[src/rtl/ma_stage_mc.sv]
// ma_stage_mc: RV32I memory-access pipeline stage with a multi-cycle
// valid/ready data-memory handshake.
// Ports:
//   clk, reset                   clock and synchronous active-high reset
//   in_valid / in_ready          EX/MA instruction handshake (in_ready=0 stalls EX)
//   *_in                         EX/MA pipeline fields
//   mem_req_* / mem_we / mem_*   data-memory request channel (word-aligned address)
//   mem_rsp_valid / mem_rdata    data-memory load response
//   wb_valid, *_out              registered MA/WB pipeline outputs
//   misalign_out, bus_err_out    exception flags, qualified by wb_valid
module ma_stage_mc #(
    parameter int unsigned XLEN    = 32,
    parameter int unsigned ADDR_W  = 32,
    parameter int unsigned TIMEOUT = 255
) (
    input  logic                clk,
    input  logic                reset,
    input  logic                in_valid,
    output logic                in_ready,
    input  logic                RegWEn_in,
    input  logic                MemEn_in,
    input  logic                MemRW_in,
    input  logic [1:0]          WBSel_in,
    input  logic [2:0]          funct3_in,
    input  logic [4:0]          AddrD_in,
    input  logic [XLEN-1:0]     ALU_Result_in,
    input  logic [XLEN-1:0]     DataW_in,
    input  logic [XLEN-1:0]     pcPlus4_in,
    output logic                mem_req_valid,
    input  logic                mem_req_ready,
    output logic                mem_we,
    output logic [ADDR_W-1:0]   mem_addr,
    output logic [XLEN-1:0]     mem_wdata,
    output logic [XLEN/8-1:0]   mem_wstrb,
    input  logic                mem_rsp_valid,
    input  logic [XLEN-1:0]     mem_rdata,
    output logic                wb_valid,
    output logic                RegWEn_out,
    output logic [1:0]          WBSel_out,
    output logic [4:0]          AddrD_out,
    output logic [XLEN-1:0]     DataR_out,
    output logic [XLEN-1:0]     ALU_Result_out,
    output logic [XLEN-1:0]     pcPlus4_out,
    output logic                misalign_out,
    output logic                bus_err_out
);

    localparam int unsigned STRB_W = XLEN / 8;
    localparam int unsigned CNT_W  = $clog2(TIMEOUT + 1);

    typedef enum logic [1:0] {IDLE, REQ, WAIT} state_t;

    state_t             state;
    logic [CNT_W-1:0]   cnt;

    // Captured instruction fields for the multi-cycle path
    logic               h_regwen;
    logic [1:0]         h_wbsel;
    logic [4:0]         h_addrd;
    logic [2:0]         h_f3;
    logic [XLEN-1:0]    h_alu;
    logic [XLEN-1:0]    h_pc4;

    // Combinational helpers
    logic [1:0]         off_in;
    logic [1:0]         h_off;
    logic               misalign_c;
    logic [XLEN-1:0]    wdata_c;
    logic [STRB_W-1:0]  wstrb_c;
    logic [ADDR_W-1:0]  addr_c;
    logic [7:0]         rbyte_c;
    logic [15:0]        rhalf_c;
    logic [XLEN-1:0]    load_c;

    assign in_ready = (state == IDLE);

    // Alignment check, store formatting and load formatting
    always_comb begin
        off_in     = ALU_Result_in[1:0];
        h_off      = h_alu[1:0];
        misalign_c = 1'b0;
        case (funct3_in[1:0])
            2'b01:   misalign_c = off_in[0];
            2'b10:   misalign_c = (off_in != 2'b00);
            default: misalign_c = 1'b0;
        endcase

        wdata_c = DataW_in;
        wstrb_c = '1;
        case (funct3_in[1:0])
            2'b00: begin
                wdata_c = {4{DataW_in[7:0]}};
                wstrb_c = STRB_W'(1) << off_in;
            end
            2'b01: begin
                wdata_c = {2{DataW_in[15:0]}};
                wstrb_c = STRB_W'(3) << off_in;
            end
            default: ;
        endcase

        addr_c      = ADDR_W'(ALU_Result_in);
        addr_c[1:0] = 2'b00;

        rbyte_c = 8'(mem_rdata >> {h_off, 3'b000});
        rhalf_c = 16'(mem_rdata >> {h_off[1], 4'b0000});
        case (h_f3)
            3'b000:  load_c = {{(XLEN-8){rbyte_c[7]}}, rbyte_c};
            3'b001:  load_c = {{(XLEN-16){rhalf_c[15]}}, rhalf_c};
            3'b100:  load_c = {{(XLEN-8){1'b0}}, rbyte_c};
            3'b101:  load_c = {{(XLEN-16){1'b0}}, rhalf_c};
            default: load_c = mem_rdata;
        endcase
    end

    // FSM, memory request registers and MA/WB output register
    always_ff @(posedge clk) begin
        if (reset) begin
            state          <= IDLE;
            cnt            <= '0;
            mem_req_valid  <= 1'b0;
            mem_we         <= 1'b0;
            mem_addr       <= '0;
            mem_wdata      <= '0;
            mem_wstrb      <= '0;
            h_regwen       <= 1'b0;
            h_wbsel        <= '0;
            h_addrd        <= '0;
            h_f3           <= '0;
            h_alu          <= '0;
            h_pc4          <= '0;
            wb_valid       <= 1'b0;
            RegWEn_out     <= 1'b0;
            WBSel_out      <= '0;
            AddrD_out      <= '0;
            DataR_out      <= '0;
            ALU_Result_out <= '0;
            pcPlus4_out    <= '0;
            misalign_out   <= 1'b0;
            bus_err_out    <= 1'b0;
        end else begin
            wb_valid   <= 1'b0;
            RegWEn_out <= 1'b0;
            case (state)
                IDLE: begin
                    if (in_valid) begin
                        if (!MemEn_in || misalign_c) begin
                            // Retire directly; misaligned accesses never reach the bus
                            wb_valid       <= 1'b1;
                            RegWEn_out     <= RegWEn_in && !MemEn_in;
                            WBSel_out      <= WBSel_in;
                            AddrD_out      <= AddrD_in;
                            DataR_out      <= '0;
                            ALU_Result_out <= ALU_Result_in;
                            pcPlus4_out    <= pcPlus4_in;
                            misalign_out   <= MemEn_in;
                            bus_err_out    <= 1'b0;
                        end else begin
                            h_regwen      <= RegWEn_in;
                            h_wbsel       <= WBSel_in;
                            h_addrd       <= AddrD_in;
                            h_f3          <= funct3_in;
                            h_alu         <= ALU_Result_in;
                            h_pc4         <= pcPlus4_in;
                            mem_req_valid <= 1'b1;
                            mem_we        <= MemRW_in;
                            mem_addr      <= addr_c;
                            mem_wdata     <= wdata_c;
                            mem_wstrb     <= MemRW_in ? wstrb_c : '0;
                            state         <= REQ;
                        end
                    end
                end
                REQ: begin
                    if (mem_req_ready) begin
                        mem_req_valid <= 1'b0;
                        cnt           <= '0;
                        if (mem_we) begin
                            wb_valid       <= 1'b1;
                            WBSel_out      <= h_wbsel;
                            AddrD_out      <= h_addrd;
                            DataR_out      <= '0;
                            ALU_Result_out <= h_alu;
                            pcPlus4_out    <= h_pc4;
                            misalign_out   <= 1'b0;
                            bus_err_out    <= 1'b0;
                            state          <= IDLE;
                        end else begin
                            state <= WAIT;
                        end
                    end
                end
                WAIT: begin
                    // A response in the final counted cycle takes priority over the timeout
                    if (mem_rsp_valid || (cnt == CNT_W'(TIMEOUT - 1))) begin
                        wb_valid       <= 1'b1;
                        RegWEn_out     <= mem_rsp_valid && h_regwen;
                        WBSel_out      <= h_wbsel;
                        AddrD_out      <= h_addrd;
                        DataR_out      <= mem_rsp_valid ? load_c : '0;
                        ALU_Result_out <= h_alu;
                        pcPlus4_out    <= h_pc4;
                        misalign_out   <= 1'b0;
                        bus_err_out    <= !mem_rsp_valid;
                        cnt            <= '0;
                        state          <= IDLE;
                    end else begin
                        cnt <= cnt + CNT_W'(1);
                    end
                end
                default: state <= IDLE;
            endcase
        end
    end

endmodule
[config.mk]
export PLATFORM = sky130hd
export DESIGN_NAME = ma_stage_mc
export DESIGN_NICKNAME = d
export VERILOG_FILES = /design/src/rtl/ma_stage_mc.sv
export SDC_FILE = /design/constraint.sdc
export NUM_CORES = 1
export LEC_CHECK = 0
export BUFFER_PORTS_ARGS = -buffer_cell sky130_fd_sc_hd__buf_4
export CAP_MARGIN = 20
export CORE_UTILIZATION = 30
export CTS_BUF_LIST = sky130_fd_sc_hd__clkbuf_4
export CTS_CLUSTER_SIZE = 16
export DETAILED_ROUTE_END_ITERATION = 6
export PLACE_DENSITY = 0.49
export SLEW_MARGIN = 20
export SYNTH_ARGS = -nofsm -noshare
export SYNTH_HDL_FRONTEND = slang
export SYNTH_SLANG_ARGS = --single-unit
export TNS_END_PERCENT = 30
[constraint.sdc]
create_clock -name clk -period 2.5 [get_ports clk]
set_input_delay 0.25 -clock clk [delete_from_list [all_inputs] [get_ports clk]]
set_output_delay 0.25 -clock clk [all_outputs]
set_load 0.01 [all_outputs]
* Word level (Yosys, flattened, before mapping)
Cells that the tools add are included.
** Word-level totals
- Output and inout bits :: 178
- Word-level logic and storage cells :: 129
- Input port bits :: 146
- Register bits :: 260
** Operators by class
- Reduce and logical (&&, ||, !) cells :: 18
- Multiplexer cells :: 69
- Eq/ne operators :: 14
- Add/sub/neg operators :: 1
- Bitwise gates (word level) :: 1
- Shift-type cells :: 4
** Operators with widths (count)
- $mux 32 :: 16
- $pmux 32 s3 :: 3
- $pmux 32 s4 :: 1
- $pmux 32 s2 :: 1
- $shr 32x5->16 :: 1
- $shr 32x5->8 :: 1
- $mux 5 :: 5
- $mux 2 :: 10
- $mux 1 :: 19
- $mux 8 :: 2
- $pmux 8 s2 :: 1
- $pmux 5 s3 :: 1
- $pmux 2 s3 :: 2
- $ne 2x2->1 const B :: 5
- $pmux 1 s3 :: 3
- $add 8x1->8 const B :: 1
- $eq 8x8->1 const B :: 1
- $pmux 4 s2 :: 1
- $reduce_and 4->1 :: 2
- $eq 3x3->1 const B :: 2
- $pmux 1 s2 :: 3
- $reduce_and 6->1 :: 1
- $reduce_bool 2->1 :: 3
- $eq 2x1->1 const B :: 2
- other kinds (15) :: 20

* Depth between registers and ports, before layout
Gate-level depths: netlist of the first run.
- Depth in word-level cells :: 6
- Depth in mapped cells :: 10
- Mapped depth without buffers :: 6

* Least setup slack after synthesis of the first run
No wires, ideal clock.
- Path type :: register -> register
- From :: register state[0]
- To :: register bus_err_out
- Cell stages (with the launch flop) :: 9
- Setup time :: 123 ps
- Buffers on the path :: 2
- Period minus slack after synthesis :: 2128 ps
- Arrival :: 2004 ps
- Slack :: 372 ps
- Required time :: 2377 ps
- Cell sequence :: dfxtp_1 inv_1 ha_1 nor2b_1 nor4b_4 and3_1 buf_2 buf_6 mux2_1
** Between the ends
- Word-level cells in the longest chain between the ends :: 3
- Elaborated cells on any way between the ends :: 11
- Classes of those cells :: eq/ne (7); mux (1); reduce/logical (3)
** Ends and longest elaborated chain
- from (decl) :: line 53 : state_t state;
- from (signal assigned) :: line 119 : state <= IDLE;
- from (signal assigned) :: line 170 : state <= REQ;
- from (signal assigned) :: line 187 : state <= IDLE;
- $logic_not 2->1 *
- via in_ready :: line 19 : output logic in_ready,
- $ne 2x1->1 (no line), or another cell as far along
- $reduce_and 6->1 (no line)
- to (signal assigned) :: line 204 : bus_err_out <= !mem_rsp_valid;
- to (decl) :: line 45 : output logic bus_err_out
Mark *: on every way through the listed nets, which the timed path passes. The rest lies on a longest branch.
A chain may end at the register's enable or synchronous reset.

* Worst setup path in the final report of the first run
- From :: input port funct3_in[1]
- To :: register mem_wdata[22]
** Between the ends
- Word-level cells in the longest chain between the ends :: 5
- Elaborated cells on any way between the ends :: 8
- Classes of those cells :: eq/ne (2); mux (2); bitwise (1); reduce/logical (3)
** Ends and longest elaborated chain
- from (decl) :: line 24 : input logic [2:0] funct3_in,
- $eq 2x2->1 or $eq 2x1->1 (tied branches) :: line 82, 90
- $pmux 1 s2 :: line 82 : case (funct3_in[1:0])
- $logic_or 1x1->1 :: line 147 : if (!MemEn_in || misalign_c) begin
- $not 1->1 (no line)
- $reduce_and 3->1 (no line)
- to (signal assigned) :: line 168 : mem_wdata <= wdata_c;
- to (decl) :: line 33 : output logic [XLEN-1:0] mem_wdata,
Several ways; a longest one is shown, not always the timed one.

==> results of run 1 <==
cells in the mapped netlist, types with 17 or more instances:
library cell	count	share of area (%)
buf_4	33	2.4
a21oi_1	98	4.7
inv_1	17	0.61
buf_2	22	1.0
nand2_1	179	6.4
a31oi_1	73	4.3
a211oi_1	91	6.5
dfxtp_1	230	44
nand2b_1	38	2.3
o21ai_0	19	0.90
clkbuf_1	83	3.0
nor2_1	47	1.7
mux2i_1	112	11
power by group:
group	internal, W	switching [W]	leakage [nW]	total (W)
combinational	0.00133	0.00144	3.93	0.00277
clock	0.00190	0.00169	0.500	0.00358
sequential	0.00400	0.000201	1.88	0.00420
worst paths after layout:
kind,cells past startpoint,slack [ns],endpoint,startpoint
setup / recovery,10,0.08,mem_wdata[22],funct3_in[1]
hold / removal,4,0.07,wb_valid,in_valid
setup reg to reg,8,0.15,mem_wdata[22],state[1]
hold reg to reg,2,0.45,h_pc4[12],h_pc4[12]
per-stage QoR:
stage | total power, W | worst slack, ns
5_1_grt | 0.0112 | 0.00477
4_1_cts | 0.0107 | 0.0468
3_3_place_gp | 0.00681 | 0.239
3_5_place_dp | 0.00683 | 0.223
6_report | 0.0106 | 0.0766
2_1_floorplan | 0.00571 | 0.372
final cells by class:
type                            count  area [um^2]
Sequential cell                   230         4600
Clock buffer                       98          736
Tap cell                          455          569
Multi-Input combinational cell    806         5180
Antenna cell                        2         5.00
Fill cell                        3477        18900
Clock inverter                     17         98.8
Inverter                           18         67.6
Timing Repair Buffer              508         4340
cells by family (layout without fill, tap and decap cells):
group | Yosys count | after routing | share of synthesized area (%)
compound gates | 351 | 351 | 21.9
xor+xnor | 7 | 7 | 0.583
fa+ha+maj | 10 | 10 | 1.19
buf+inv | 161 | 641 | 7.47
flops | 230 | 230 | 43.8
mux | 115 | 115 | 11.1
other cells | 1 | 4 | 0.0357
simple gates | 321 | 321 | 13.9
worst max-delay path: cells and delay by family:
family,cells,cell delay (ns)
buf+inv,5,1.63
fa+ha+maj,1,0.35
simple gates,2,0.39
compound gates,2,0.38
registers in the layout, indices dropped and copies added, names as in the netlist, 2 cells and up:
signal	flops
ALU_Result_out	32
AddrD_out	5
DataR_out	32
WBSel_out	2
cnt	8
h_addrd	5
h_alu	32
h_f3	3
h_pc4	32
h_wbsel	2
mem_wdata	32
mem_wstrb	4
pcPlus4_out	32
state	2
timing repair:
item	CTS	global route
setup buffers	0	4
hold buffers	152	0
endpoints found under the setup margin	0	11
hold endpoints to repair	216	0
resized for setup	0	6
routing by layer:
metal  vias up  share of wire, %  global-route usage (%)
li1       5182                 -                       -
met1      5034                45                    25.6
met2       356                46                    31.8
met3        60               7.1                    5.99
met4         0               2.2                    7.72
met5         -                 0                       0
placed cells by master, fill, tap and decap left out, types with 7 or more instances in the layout:
master / synthesis / final
clkbuf_4: 0 / 98
nor2_1: 47 / 47
nand2_1: 179 / 179
nor3_1: 13 / 13
ha_1: 10 / 9
a31oi_1: 73 / 73
dlygate4sd3_1: 0 / 152
a22oi_1: 16 / 16
mux2i_1: 112 / 111
nor3b_1: 11 / 11
a211oi_1: 91 / 91
buf_12: 0 / 7
inv_1: 17 / 16
o21ai_0: 19 / 19
nand3_1: 10 / 9
buf_4: 33 / 341
a21oi_1: 98 / 98
o2111ai_1: 8 / 8
a22o_1: 8 / 8
nand2b_1: 38 / 38
clkinv_1: 0 / 9
dfxtp_1: 230 / 230
==> results.txt, run 1 <==
Leakage - 6.31 nW
FFs w/ async S/R, synth - 0%
HPWL after DPL - 23400 um
Area grow syn2layout - 48.4%
Clock Sinks - 230
Avg WL per Cell - 17.8 um
Slew margin rel. - 28.6%
CTS Buf Count - 70
Die Ht - 189 um
Peak supply drop - 0.416 mV
RSZ-0062 raised after global routing - no
Clock Tree Buf Depth - 3
DRC - 0
Number of synthesized register bits - 230
Period utilisation layout - 96.9%
Initial antenna violation count - 1
Port Buf Inserts - 321
Mapped Avg Cell Area - 8.79 um^2
Crit. End Element - register
Crit-path slowest cell - dlygate4sd3_1
Effective utilization at floorplan - 30.4%
I/O Pins - 324
CTS clock-pin slew for the worst setup and hold paths - 0.06 ns
Max-slew violations - 0
# Max-Cap Violations - 0
Ys flop type - dfxtp_1
Sum of negative setup slack - 0 ns
Design area - 15600 um^2
Grt ovf - 0
Largest net degree at the start of global routing - 80
Final Util - 45.2%
Final setup skew - 0.0378 ns
Detailed router's first-iteration violation count - 454
Rows - 68
Critical Path RT - 3.13 ns
CORE AREA - 34500 um^2
Total GRT Usage - 20.1%
Outcome - completed
Arrival @ worst endpoint - 3.05 ns
Dpl cells - 1857
GP Congestion - 0.825
DR vias/cell - 4.98
Setup violation total in the final timing report - 0
Worst min-delay path class - primary input to register
Die area - 35800 um^2
Max FO, Critical Path - 64
Share of layout cells above drive strength 1 - 28.5%
First-pass GRT wire length - 57200 um
CP Cell Sequence - dlygate4sd3_1 -> buf_4 -> inv_1 -> ha_1 -> o211ai_2 -> and4_4 -> buf_16 -> nor2_1 -> a311oi_1 -> dlygate4sd3_1
Post-route minimum period - 2.42 ns
Mapped cell area - 10500 um^2
Clk_lat worst skew - 0.69 ns
Antenna viol nets, final - 0
CTS tree - built
Final WL - 37900 um
Setup crit start kind - primary input
Synth warn - 0
Vias - 10.6k
First-pass DRT Iterations - 5
Critical path class - primary input to register
Sequential area share after synthesis - 43.8%
CP max stage delay - 0.57 ns
# H-tree levels - 3
Final hold viol count - 0
EDFF count, synth - 0
Finished Layout Cells - 2134
FMAX - 0.413 GHz
PwrDens - 677 nW/um^2
Worst Hold Slack - 0.0657 ns
Distinct cells, synth - 56
Slew @ Worst Pin - 1.05 ns
Vias in the first global route - 10.4k
Synth Instances - 1196
Fin nets - 1790
CP most frequent cell - dlygate4sd3_1
Width of the die - 189 um
Placed cell area - 13100 um^2
Clock root cell - clkbuf_4
No activity file was read; power rests on OpenSTA's default activity.
==> run 2: changes to the inputs <==
--- a/config.mk
+++ b/config.mk
@@ -5,6 +5,7 @@
 export SDC_FILE = /design/constraint.sdc
 export NUM_CORES = 1
 export LEC_CHECK = 0
+export ABC_AREA = 1
 export BUFFER_PORTS_ARGS = -buffer_cell sky130_fd_sc_hd__buf_4
 export CAP_MARGIN = 20
 export CORE_UTILIZATION = 30
==> constraint.sdc (replaced) <==
create_clock -name clk -period 2.5 [get_ports clk]
set_input_delay 0.375 -clock clk [delete_from_list [all_inputs] [get_ports clk]]
set_output_delay 0.375 -clock clk [all_outputs]
set_load 0.01 [all_outputs]
==> run 2 against run 1 <==
The flow now finishes with violations (DRC); final cell count rose by 7.2%; global-route usage down 0.17 points; sequential power is 8.6% higher; die area shrank 0.51%; power grew 20%; wire length decreased by 4.6%; first-iteration DRC count increased by 7.9%; critical path type is now register to register; largest cell class unchanged; largest power group unchanged; highest routed layer is now met5.
==> results.txt, run 2 <==
Max FO, Critical Path - 62 (was 64)
Critical path class - register to register (was primary input to register)
Final WL - 36200 um (was 37900 um)
Area grow syn2layout - 43.8% (was 48.4%)
Clock root cell - clkbuf_4 (unchanged)
Dpl cells - 2059 (was 1857)
# H-tree levels - 3 (unchanged)
Vias - 10.5k (was 10.6k)
# Max-Cap Violations - 0 (unchanged)
Most common cell in the netlist - nand2_1 (was dfxtp_1)
CP Cell Sequence - inv_1 -> ha_1 -> inv_1 -> nor2_1 -> nor2_1 -> nand3_4 -> nor2_8 -> buf_12 -> nand3_1 -> a21oi_1 (was dlygate4sd3_1 -> buf_4 -> inv_1 -> ha_1 -> o211ai_2 -> and4_4 -> buf_16 -> nor2_1 -> a311oi_1 -> dlygate4sd3_1)
Clk_lat worst skew - 0.68 ns (was 0.69 ns)
FFs w/ async S/R, synth - 0% (unchanged)
Slew @ Worst Pin - 0.580 ns (was 1.05 ns)
Initial antenna violation count - 5 (was 1)
Outcome - complete, but fails checks (was completed)
Worst min-delay path class - primary input to register (unchanged)
Rows - 68 (unchanged)
EDFF count, synth - 0 (unchanged)
CORE AREA - 34500 um^2 (about the same)
Clock Sinks - 230 (unchanged)
Width of the die - 189 um (about the same)
CTS tree - built (unchanged)
Sum of negative setup slack - 0 ns (unchanged)
Grt ovf - 0 (unchanged)
Total GRT Usage - 19.9% (was 20.1%)
Peak supply drop - 0.407 mV (was 0.416 mV)
Arrival @ worst endpoint - 2.68 ns (was 3.05 ns)
Antenna viol nets, final - 0 (unchanged)
First-pass DRT Iterations - 7 (was 5)
CTS clock-pin slew for the worst setup and hold paths - 0.06 ns (about the same)
Failing checks - DRC
CP max stage delay - 0.35 ns (was 0.57 ns)
Setup violation total in the final timing report - 0 (unchanged)
Mapped Avg Cell Area - 7.58 um^2 (was 8.79 um^2)
Post-CTS Resized - 0 (unchanged)
DRC - 2 (was 0)
Ys flop type - dfxtp_1 (unchanged)
Finished Layout Cells - 2288 (was 2134)
Pre-CTS WS - 0.246 ns (was 0.223 ns)
HPWL after DPL - 23700 um (was 23400 um)
Fin nets - 1940 (was 1790)
Most common cell after layout, fill and taps aside - buf_4 (unchanged)
Largest net degree at the start of global routing - 108 (was 80)
Max-slew violations - 0 (unchanged)
Post-route minimum period - 2.11 ns (was 2.42 ns)
Post-route setup slack - 0.390 ns (was 0.0766 ns)
Fillcell total - 3550 (was 3477)
RSZ-0062 raised after global routing - no (unchanged)
Die area - 35600 um^2 (was 35800 um^2)
Sequential area share after synthesis - 44.0% (was 43.8%)
Setup Buffers After CTS - 0 (unchanged)
Mapped cell area - 10500 um^2 (about the same)
Detailed router's first-iteration violation count - 490 (was 454)
Avg WL per Cell - 15.8 um (was 17.8 um)
FMAX - 0.474 GHz (was 0.413 GHz)
GP Congestion - 0.788 (was 0.825)
Largest cells by area after synthesis - dfxtp_1 44%, nand2_1 8.6%, nor2_1 8.2% (was dfxtp_1 44%, mux2i_1 11%, a211oi_1 6.5%)
Setup crit start kind - register (was primary input)
Distinct cells, synth - 35 (was 56)
Post-CTS Hold Fix Bufs - 106 (was 152)
Leakage - 6.74 nW (was 6.31 nW)
Commonest cells post-synth - 240 x nand2_1, 230 x dfxtp_1, 228 x nor2_1 (was 230 x dfxtp_1, 179 x nand2_1, 112 x mux2i_1)
Share of layout cells above drive strength 1 - 32.0% (was 28.5%)
Crit. End Element - register (unchanged)
Synth area leader - dfxtp_1 (unchanged)
Critical Path RT - 3.07 ns (was 3.13 ns)
Post-synth top area share - 44.0% (was 43.8%)
Vias in the first global route - 10.4k (about the same)
Final setup skew - 0.0398 ns (was 0.0378 ns)
Crit-path slowest cell - dfxtp_1 (was dlygate4sd3_1)
Period utilisation layout - 84.4% (was 96.9%)
Synth Instances - 1381 (was 1196)
Port Buf Inserts - 321 (unchanged)
Final hold viol count - 0 (unchanged)
DR vias/cell - 4.58 (was 4.98)
PwrDens - 844 nW/um^2 (was 677 nW/um^2)
Synth warn - 0 (unchanged)
Clock Tree Buf Depth - 3 (unchanged)
CTS Buf Count - 72 (was 70)
I/O Pins - 324 (unchanged)
Effective utilization at floorplan - 30.4% (about the same)
Slew margin rel. - 61.4% (was 28.6%)
Die Ht - 189 um (about the same)
First-pass GRT wire length - 56600 um (was 57200 um)
Commonest cells after routing, fill and taps aside - 336 x buf_4, 239 x nand2_1, 230 x dfxtp_1, 227 x nor2_1, 153 x a21oi_1 (was 341 x buf_4, 230 x dfxtp_1, 179 x nand2_1, 152 x dlygate4sd3_1, 111 x mux2i_1)
Number of synthesized register bits - 230 (unchanged)
[run 2: logic make-up (layout without fill, tap and decap cells)]
family                     after synthesis  in the layout  share of synthesized area, %
xor gates and xnor gates                 3              3                         0.251
DFF                                    230            230                          44.0
and+or+nand+nor                        566            566                          22.4
adders and majority gates               10             10                          1.20
AOI/OAI and AO/OA                      319            319                          16.1
buffers and inverters                  183            629                          8.57
other                                    1              7                        0.0358
muxes                                   69             69                          7.43
[run 2: area by class of cell]
type	instances	area (um^2)	share of cell area [%]
repair buffers	452	3780	25.1
inverters	59	223	1.48
flip-flops and latches	230	4600	30.6
well taps	455	569	3.78
clock inverters	16	87.6	0.582
clock buffers	102	766	5.09
multi-input cells	969	5000	33.2
diodes	5	12.5	0.0832
[run 2: report_power, final]
group	internal, W	switching, W	total, W	leakage, nW
combinational	0.00201	0.00249	0.00450	4.34
clock	0.00196	0.00168	0.00364	0.515
sequential	0.00424	0.000316	0.00456	1.88
[run 2: stage by stage]
step / cell area [um^2] / total power (W) / util, % / hold slack (ns)
final: 15000 / 0.0127 / 43.7 / 0.0757
after global routing: 15000 / 0.0136 / 43.6 / 0.0397
after CTS: 15000 / 0.0129 / 43.6 / 0.00517
after detailed placement: 13100 / 0.00903 / 38.1 / 0.454
after global placement: 13100 / 0.00902 / 38.1 / 0.438
after floorplan: 10500 / 0.00733 / - / 0.439
[run 2: routing by layer]
layer  wire, um  GRT usage [%]  vias to the layer above
met5         11              0                        -
met4        760           6.95                        2
met3       2910           6.89                       60
met2      16200           31.6                      310
met1      16300           25.0                     4762
li1           -              -                     5343
[run 2: worst paths after layout]
| kind | from | to | slack, ns | cells after the start |
|---|---|---|---|---|
| max reg2reg | state[1] | DataR_out[13] | 0.39 | 10 |
| min | mem_rsp_valid | bus_err_out | 0.08 | 4 |
| max | state[1] | DataR_out[13] | 0.39 | 10 |
| min reg2reg | DataR_out[11] | DataR_out[11] | 0.46 | 2 |
[run 2: critical path: cells and delay by family (launching register included)]
family,cells,cell delay (ns)
and+or+nand+nor,5,0.81
buffers and inverters,3,0.44
DFF,1,0.35
adders and majority gates,1,0.24
AOI/OAI and AO/OA,1,0.14
==> run 3: changes to the inputs <==
==> constraint.sdc (replaced) <==
create_clock -name clk -period 2.2 [get_ports clk]
set_input_delay 0.33 -clock clk [delete_from_list [all_inputs] [get_ports clk]]
set_output_delay 0.33 -clock clk [all_outputs]
set_load 0.01 [all_outputs]
==> run 3 against run 2 <==
The flow now finishes without violations; clock power grew 2%; largest cell class unchanged; sequential cell count is the same; highest routed layer unchanged; critical endpoint is now h_f3[2]; via count shrank 0.24%; sequential power grew 14%; worst setup slack lost 0.27 ns; critical path type is now primary input to register; largest power group unchanged.
==> results.txt, run 3 (synthesized netlist as in run 2, its figures left out) <==
FMAX - 0.481 GHz
Dpl cells - 2062 (was 2059)
Cells on worst reg2reg path - 10 (unchanged)
Sw power - 0.00498 W (was 0.00449 W)
Fin nets - 1947 (was 1940)
CTS clock-pin slew for the worst setup and hold paths - 0.08 ns (was 0.06 ns)
First-pass GRT wire length - 55400 um (was 56600 um)
Max FO, Critical Path - 3 (was 62)
Clock Sinks - 230 (unchanged)
Routed length on met1 - 16100 um (was 16300 um)
Slew @ Worst Pin - 0.613 ns (was 0.580 ns)
Share of layout cells above drive strength 1 - 31.8% (was 32.0%)
Worst min-delay path class - primary input to register (unchanged)
Rows - 68 (unchanged)
DRC - 0 (was 2)
Grt ovf - 0 (unchanged)
Antenna viol nets, final - 0 (unchanged)
Final hold viol count - 0 (unchanged)
Die Ht - 189 um (unchanged)
Top Layer Used - met5 (unchanged)
Worst Setup EP - h_f3[2] (was DataR_out[13])
Avg WL per Cell - 15.7 um (was 15.8 um)
Commonest cells after routing, fill and taps aside - 336 x buf_4, 239 x nand2_1, 230 x dfxtp_1, 227 x nor2_1, 153 x a21oi_1 (unchanged)
Crit. End Element - register (unchanged)
Port Buf Inserts - 321 (unchanged)
First-pass DRT Iterations - 5 (was 7)
# H-tree levels - 3 (unchanged)
RSZ-0062 raised after global routing - no (unchanged)
I/O Pins - 324 (unchanged)
Reg2reg setup slack - 0.18 ns (was 0.39 ns)
Period utilisation layout - 94.6%
Total Power - 0.0141 W (was 0.0127 W)
Arrival @ worst endpoint - 2.62 ns (was 2.68 ns)
Width of the die - 189 um (unchanged)
Finished Layout Cells - 2277 (was 2288)
Fillcell total - 3526 (was 3550)
Peak supply drop - 0.608 mV (was 0.407 mV)
HPWL after DPL - 23700 um (about the same)
Sequential Area - 4600 um^2 (unchanged)
CORE AREA - 34500 um^2 (unchanged)
Crit path launch - funct3_in[0] (was state[1])
# Max-Cap Violations - 0 (unchanged)
Sw frac - 35.4% (about the same)
Largest net degree at the start of global routing - 107 (was 108)
Initial antenna violation count - 4 (was 5)
Clock Power Share - 26.4% (was 28.7%)
Sum of negative setup slack - 0 ns (unchanged)
Effective utilization at floorplan - 30.4% (unchanged)
Slew margin rel. - 59.1% (was 61.4%)
Setup crit start kind - primary input (was register)
Multi-input logic area - 5010 um^2 (was 5000 um^2)
Met3 WL post-DR - 2900 um (was 2910 um)
Leakage - 6.73 nW (was 6.74 nW)
Internal - 0.00909 W (was 0.00821 W)
PwrDens - 935 nW/um^2 (was 844 nW/um^2)
Met2 WL - 16000 um (was 16200 um)
Detailed router's first-iteration violation count - 495 (was 490)
Max-slew violations - 0 (unchanged)
CTS Buf Count - 70 (was 72)
CTS tree - built (unchanged)
Total GRT Usage - 19.5% (was 19.9%)
Most common cell after layout, fill and taps aside - buf_4 (unchanged)
Die area - 35600 um^2 (unchanged)
Post-route minimum period - 2.08 ns
GP Congestion - 0.819 (was 0.788)
Sequential Power Share - 36.9% (was 35.9%)
Outcome - completed (was complete, but fails checks)
Worst R2R Start - state[1] (unchanged)
Critical Path RT - 2.74 ns (was 3.07 ns)
Vias - 10.5k (about the same)
Final Util - 43.7% (about the same)
Final setup skew - 0.0557 ns (was 0.0398 ns)
Final WL - 35700 um (was 36200 um)
Reg2reg end - WBSel_out[1] (was DataR_out[13])
Clock root cell - clkbuf_4 (unchanged)
Clock Tree Buf Depth - 3 (unchanged)
Clk_lat worst skew - 0.69 ns (was 0.68 ns)
Critical path class - primary input to register (was register to register)
Vias in the first global route - 10.0k (was 10.4k)
DR vias/cell - 4.59 (was 4.58)
Setup violation total in the final timing report - 0 (unchanged)
Area grow syn2layout - 43.9% (was 43.8%)
Setup Buffers After CTS - 0 (unchanged)
Comb pwr share - 36.7% (was 35.4%)
## run 3: worst min-delay path by stage
stage / start / cells past startpoint / slack [ns] / end
global placement: mem_req_valid / 2 / 0.44 / mem_req_valid
finish: mem_rdata[17] / 5 / 0.07 / DataR_out[17]
CTS: mem_rdata[17] / 5 / 0.007 / DataR_out[17]
global route: mem_rdata[1] / 5 / 0.05 / DataR_out[1]
detailed placement: mem_req_valid / 2 / 0.44 / mem_req_valid
floorplan: h_regwen / 2 / 0.44 / h_regwen
## run 3: critical path, cell delays in order
cell,delay (ns)
dlygate4sd3_1,0.56
buf_4,0.15
inv_1,0.12
ha_1,0.28
nand3_2,0.12
nand3_4,0.12
inv_4,0.12
nand2_4,0.07
o21ai_0,0.16
a21oi_1,0.05
dlygate4sd3_1,0.55
## run 3: layout make-up
type	instances	area share, %
Timing Repair Buffer	461	25.9
Inverter	59	1.50
Clock inverter	7	0.183
Clock buffer	94	4.69
Antenna cell	2	0.0332
Sequential cell	230	30.6
Multi-Input combinational cell	969	33.3
Tap cell	455	3.78
## run 3: metrics by stage
| stage | setup WS [ns] | area [um^2] | hold slack, ns |
|---|---|---|---|
| floorplan | 0.351 | 10500 | 0.439 |
| global placement | 0.111 | 13200 | 0.437 |
| detailed placement | 0.0221 | 13200 | 0.444 |
| CTS | 0.0513 | 15000 | 0.00726 |
| global route | 0.000859 | 15100 | 0.0466 |
| finish | 0.120 | 15100 | 0.0683 |
## run 3: power by group through the flow
stage                     Combinational, W  Sequential (W)  Clock, W
after floorplan                    0.00292         0.00541         0
after global placement             0.00503         0.00526         0
after detailed placement           0.00504         0.00526         0
after CTS                          0.00523         0.00519   0.00393
after global routing               0.00567         0.00526   0.00417
final                              0.00517         0.00519   0.00372
## run 3: layer usage
layer  GRT usage (%)  vias up
met5               0        -
li1                -     5330
met1            25.0     4721
met2            30.5      344
met4            6.42        4
met3            6.72       53
## run 3: what timing repair did
item / in CTS / in global routing
resized for setup: 0 / 3
hold buffers: 112 / 0
endpoints found under the hold margin: 116 / 0
setup endpoints to repair: 0 / 1
